$ cat src/rtl/johnson_pwm_gen.sv
// rtl/johnson_pwm_gen.sv - Johnson ring phase generator with prescaler, phase load and PWM
//
// Purpose:
//   A WIDTH-bit Johnson ring that walks through 2*WIDTH steps.
//   The ring advances once per presc+1 enabled cycles, in either direction.
//   The block can load a phase synchronously, reports the current step index,
//   pulses wrap for one cycle at the period boundary, and drives a registered
//   PWM output that is high while the step is below duty.
//
// Ports:
//   clk        in   rising-edge clock
//   rst_n      in   asynchronous reset, active HIGH (1 = reset)
//   en         in   1 = prescaler counts and the ring may advance, 0 = hold
//   dir        in   0 = forward, 1 = reverse
//   presc      in   [DIV_W]  ring advances once per presc+1 enabled cycles
//   duty       in   [CNT_W]  number of steps per period with pwm high
//   load       in   synchronous phase load strobe, overrides advance
//   load_step  in   [CNT_W]  step to load; out-of-range values load step 0
//   q          out  [WIDTH]  Johnson ring state
//   step       out  [CNT_W]  current step index 0..2*WIDTH-1
//   wrap       out  one-cycle pulse on entering the period boundary step
//   pwm        out  registered PWM output, aligned with q/step

module johnson_pwm_gen #(
    parameter int WIDTH = 8,
    parameter int DIV_W = 8,
    parameter int CNT_W = $clog2(2 * WIDTH) + 1
) (
    input  logic             clk,
    input  logic             rst_n,
    input  logic             en,
    input  logic             dir,
    input  logic [DIV_W-1:0] presc,
    input  logic [CNT_W-1:0] duty,
    input  logic             load,
    input  logic [CNT_W-1:0] load_step,
    output logic [WIDTH-1:0] q,
    output logic [CNT_W-1:0] step,
    output logic             wrap,
    output logic             pwm
);

    localparam int             PERIOD    = 2 * WIDTH;
    localparam logic [CNT_W-1:0] PERIOD_C  = CNT_W'(PERIOD);
    localparam logic [CNT_W-1:0] LAST_STEP = CNT_W'(PERIOD - 1);

    logic [WIDTH-1:0] ring_q, ring_d;
    logic [CNT_W-1:0] step_q, step_d;
    logic [DIV_W-1:0] pc_q, pc_d;
    logic             wrap_q, wrap_d;
    logic             pwm_q, pwm_d;
    logic [CNT_W-1:0] ld_step;

    // Ring pattern for step k: k <= WIDTH fills ones from the MSB down;
    // beyond WIDTH, zeros fill in from the MSB while ones remain at the bottom.
    function automatic logic [WIDTH-1:0] encode(input logic [CNT_W-1:0] k);
        logic [WIDTH-1:0] r;
        int               ki;
        ki = int'(k);
        for (int i = 0; i < WIDTH; i++) begin
            if (ki <= WIDTH) begin
                r[i] = (i >= WIDTH - ki);
            end else begin
                r[i] = (i < PERIOD - ki);
            end
        end
        return r;
    endfunction

    assign ld_step = (load_step >= PERIOD_C) ? '0 : load_step;

    always_comb begin
        ring_d = ring_q;
        step_d = step_q;
        pc_d   = pc_q;
        wrap_d = 1'b0;
        if (load) begin
            ring_d = encode(ld_step);
            step_d = ld_step;
            pc_d   = '0;
        end else if (en) begin
            // >= so a presc lowered below the running count fires immediately
            if (pc_q >= presc) begin
                pc_d = '0;
                if (!dir) begin
                    ring_d = {~ring_q[0], ring_q[WIDTH-1:1]};
                    step_d = (step_q == LAST_STEP) ? '0 : step_q + CNT_W'(1);
                    wrap_d = (step_q == LAST_STEP);
                end else begin
                    ring_d = {ring_q[WIDTH-2:0], ~ring_q[WIDTH-1]};
                    step_d = (step_q == '0) ? LAST_STEP : step_q - CNT_W'(1);
                    wrap_d = (step_q == '0);
                end
            end else begin
                pc_d = pc_q + DIV_W'(1);
            end
        end
        // Compare against the step being registered so pwm lines up with q/step.
        pwm_d = (step_d < duty);
    end

    // rst_n keeps its legacy name but is active high.
    always_ff @(posedge clk or posedge rst_n) begin
        if (rst_n) begin
            ring_q <= '0;
            step_q <= '0;
            pc_q   <= '0;
            wrap_q <= 1'b0;
            pwm_q  <= 1'b0;
        end else begin
            ring_q <= ring_d;
            step_q <= step_d;
            pc_q   <= pc_d;
            wrap_q <= wrap_d;
            pwm_q  <= pwm_d;
        end
    end

    assign q    = ring_q;
    assign step = step_q;
    assign wrap = wrap_q;
    assign pwm  = pwm_q;

endmodule

$ cat config.mk
export PLATFORM = sky130hd
export DESIGN_NAME = johnson_pwm_gen
export DESIGN_NICKNAME = d
export VERILOG_FILES = /design/src/rtl/johnson_pwm_gen.sv
export SDC_FILE = /design/constraint.sdc
export NUM_CORES = 1
export LEC_CHECK = 0
export CAP_MARGIN = 20
export CORE_UTILIZATION = 52
export DETAILED_ROUTE_END_ITERATION = 16
export PLACE_DENSITY = 0.92
export SETUP_SLACK_MARGIN = 0.4
export SLEW_MARGIN = 10
export SYNTH_ARGS = -nofsm -noshare
export SYNTH_HDL_FRONTEND = slang
export SYNTH_SLANG_ARGS = --single-unit
$ cat constraint.sdc
create_clock -name clk -period 3.4 [get_ports clk]
set_clock_uncertainty 0.1 [all_clocks]
set_input_delay 0.68 -clock clk [delete_from_list [all_inputs] [get_ports clk]]
set_output_delay 0.68 -clock clk [all_outputs]
set_load 0.1 [all_outputs]
==> results.toml <==
[global_route]
wire_length_of_the_first_global_routing_pass_um = 7970
grt_overflow = 0
grt_use_total_pct = 25.7
initial_antenna_violation_count = 0
maximum_number_of_pins_on_one_net_before_global_route_repair = 24
first_global_vias = 1726

[yosys]
dominantRegCellSynth = "sky130_fd_sc_hd__dfrtp_1"
mappedNetlistArea_um2 = 1900
synth-compound-area-share_pct = 20.4
ys_seq_area_share_pct = 30.3
netlist.top_cell.by_area = "sky130_fd_sc_hd__dfrtp_1"
leading_post_synthesis_cells_by_cell_area = "sky130_fd_sc_hd__dfrtp_1, sky130_fd_sc_hd__ha_1, sky130_fd_sc_hd__mux2i_1"
synthMuxAreaShare_pct = 5.87
synth_seq_cells = 23
yosys.area_share.simple_pct = 20.8
post_synth_xor_area_fraction_pct = 2.31
list_of_most_frequent_post_synthesis_cells = "sky130_fd_sc_hd__inv_1, sky130_fd_sc_hd__dfrtp_1, sky130_fd_sc_hd__ha_1"
syn_inst_count = 227
yosys_warnings = 0
synth.lib_cells_used.distinct = 44
synth_enable_flop_cells = 0
synthMostInstantiatedCell = "sky130_fd_sc_hd__inv_1"
largest_family_of_logic_cells_by_synthesized_area = "simple AND/OR/NAND/NOR gates"
syn_avg_cell_area_um2 = 8.36
async_reset_ff_share_pct = 100
synth_largest_type_area_fraction_pct = 30.3
synth.net_count = 269
synthAdderAreaFrac_pct = 13.1

[power]
p_leak_nw = 1.16
cellPowerDensity_nw_per_um2 = 308
power.ir.vdd_worst_v = 0.000143
power_uw = 798

[detailed_routing]
ant_nets = 0
drc = 0
vias = 1873
routed_wl_um = 4970
detailedRoute.firstPassIterationCount = 4
detailedRoute.firstIterationViolations = 78
post_drt_via_cell_ratio = 5.83
routed_wire_length_per_instance_um = 15.5

[timing]
worst_pin_slew_ns = 0.848
timing.max_slew.rel_slack_pct = 43.4
timing.setup.tns_ns = 0
unrepaired_setup_endpoints_after_global_routing = "true"
finalHoldViolCount = 0
min_period_ns = 3.04
finalSetupViolations = 0
slew_viol_final = 0
worst_slack_ns = 0.359
period_share_pct = 89.4
maxClockFrequency_mhz = 329

[min_path]
timing.hold.worst_endpoint = "wrap$_DFF_PP0_"
number_of_cells_on_the_worst_hold_path = 1
worst_hold_startpoint = "step[4]$_DFF_PP0_"
hold_class = "reg2reg"

[worst_setup_path]
cp_data_required_time_ns = 3.53
timing.critical_path.arrival_ns = 3.17
r2r_worst_path_depth = 11
timing_worst_setup_path_type = "in2reg"
crit_path_end_kind = "flip-flop"
r2r_start = "pc_q[6]$_DFFE_PP0P_"
crit_path_max_fanout = 3
worst_setup_path_start_kind = "input port"
worst-r2r-setup-slack_ns = 0.38
regToRegEndpoint = "pwm$_DFF_PP0_"

[die]
die-height_um = 62.4
initial_core_utilization_pct = 55.5
fp.dieW_um = 62.4
std_cell_rows = 21
io_pins = 38
core_area_um2 = 3420
fp.dieArea_um2 = 3890

[cts]
tritoncts.num_buffers = 3
cts-root-buf = "sky130_fd_sc_hd__clkbuf_4"
clkSlewWorstSetupHoldPaths_ns = 0.14
htree_num_levels = 1
cts.hold.buffers_added = 0
tritoncts = "done"
clkSinkCount = 23
clock_latency_ns = 0.32
cts_buffer_depth = 2

[run_status]
outcome = "complete, no violations"

[finish]
nets = 318
insertedDiodeCount = 0
area_delta_synth_final_pct = 36.7
fillCellCount = 256
final_layout_size_suffix_gt1_share_pct = 28.4

[placed_design]
port_buffers = 37
dp_hpwl_um = 3420
dp_worst_setup_slack_ns = -0.463
gp_congestion = 0.860

[job]
timing.max_cap.violations = 0
## power breakdown
group / internal (mW) / switching (mW) / leakage [nW]
Clock: 0.0460 / 0.0883 / 0.0150
Combinational: 0.121 / 0.228 / 0.851
Sequential: 0.292 / 0.0231 / 0.293
Total: 0.458 / 0.340 / 1.16
## logic make-up (layout without fill, tap and decap cells)
group                    Yosys count  in the layout
AO/OA/AOI/OAI                     60             60
XOR/XNOR                           5              5
adder cells (fa/ha/maj)           20             20
buffers and inverters             35             83
flip-flops                        23             23
multiplexers                      11             11
AND/OR/NAND/NOR                   73             73
## what timing repair did
action | in CTS | in global routing
endpoints found under the setup margin | 1 | 1
gates resized for setup | 40 | 8
setup buffers | 3 | 4
pin swaps | 13 | 5
## per-stage QoR
stage / std cells / hold slack (ns) / util (%) / area (µm²)
2_1_floorplan: 227 / 0.434 / - / 2020
3_3_place_gp: 310 / 0.412 / 71.3 / 2440
3_5_place_dp: 310 / 0.413 / 71.3 / 2440
4_1_cts: 317 / 0.432 / 73.6 / 2510
5_1_grt: 321 / 0.471 / 75.9 / 2590
6_report: 321 / 0.431 / 75.9 / 2590
## area by class of cell
class / count / area (µm²) / share of cell area, %
timing repair buffer: 54 / 432 / 16.6
inverter: 25 / 114 / 4.39
multi-input combinational: 169 / 1380 / 53.4
clock buffer: 4 / 26.3 / 1.01
sequential: 23 / 581 / 22.4
tap: 46 / 57.6 / 2.22
## per-layer routing
metal / vias up / routed length [µm] / global-route usage [%]
li1: 902 / - / -
met1: 882 / 1980 / 31.3
met2: 73 / 2620 / 47.5
met3: 16 / 243 / 2.01
met4: 0 / 133 / 8.72
met5: - / 0 / 0
## sequential cells by signal (all words and copies together), names as in the netlist
| name | count |
|---|---|
| q | 8 |
| pc_q | 8 |
| wrap | 1 |
| pwm | 1 |
| step | 5 |
## worst max path at each step
stage                          to  cells after the start                start  slack (ns)
detailed placement  pwm$_DFF_PP0_                     14             presc[5]       -0.46
global placement    pwm$_DFF_PP0_                     12             presc[5]       -0.34
CTS                 pwm$_DFF_PP0_                     12  pc_q[0]$_DFFE_PP0P_        0.37
finish              pwm$_DFF_PP0_                     12             presc[1]        0.36
floorplan           pwm$_DFF_PP0_                     12             presc[2]        0.19
global route        pwm$_DFF_PP0_                     13             presc[2]        0.27
## layout by cell type (no fill, tap or decap), drive strengths merged, types with 3 or more instances in the layout
master	netlist	routed
clkbuf	8	4
o22ai	4	4
o21ai	25	25
a21oi	10	10
ha	19	19
nor2	15	15
a22oi	5	5
dfrtp	23	23
mux2i	10	10
nand4b	5	5
nand2b	7	7
clkdlybuf4s50	0	13
buf	2	38
o21a	3	3
inv	25	25
and3	5	5
nand2	13	13
nor3	6	6
xnor2	3	3
nand3	11	11
## worst max-delay path, cell delays in order
cell                            delay (ns)
sky130_fd_sc_hd__dlygate4sd2_1        0.24
sky130_fd_sc_hd__inv_2                0.07
sky130_fd_sc_hd__ha_4                 0.20
sky130_fd_sc_hd__a2111oi_4            0.39
sky130_fd_sc_hd__o21ba_4              0.22
sky130_fd_sc_hd__nor3_2               0.06
sky130_fd_sc_hd__xnor2_1              0.14
sky130_fd_sc_hd__a21boi_1             0.27
sky130_fd_sc_hd__ha_1                 0.31
sky130_fd_sc_hd__and4_4               0.19
sky130_fd_sc_hd__nor2b_4              0.13
sky130_fd_sc_hd__a2111oi_4            0.27
(Power assumes the default switching activity.)
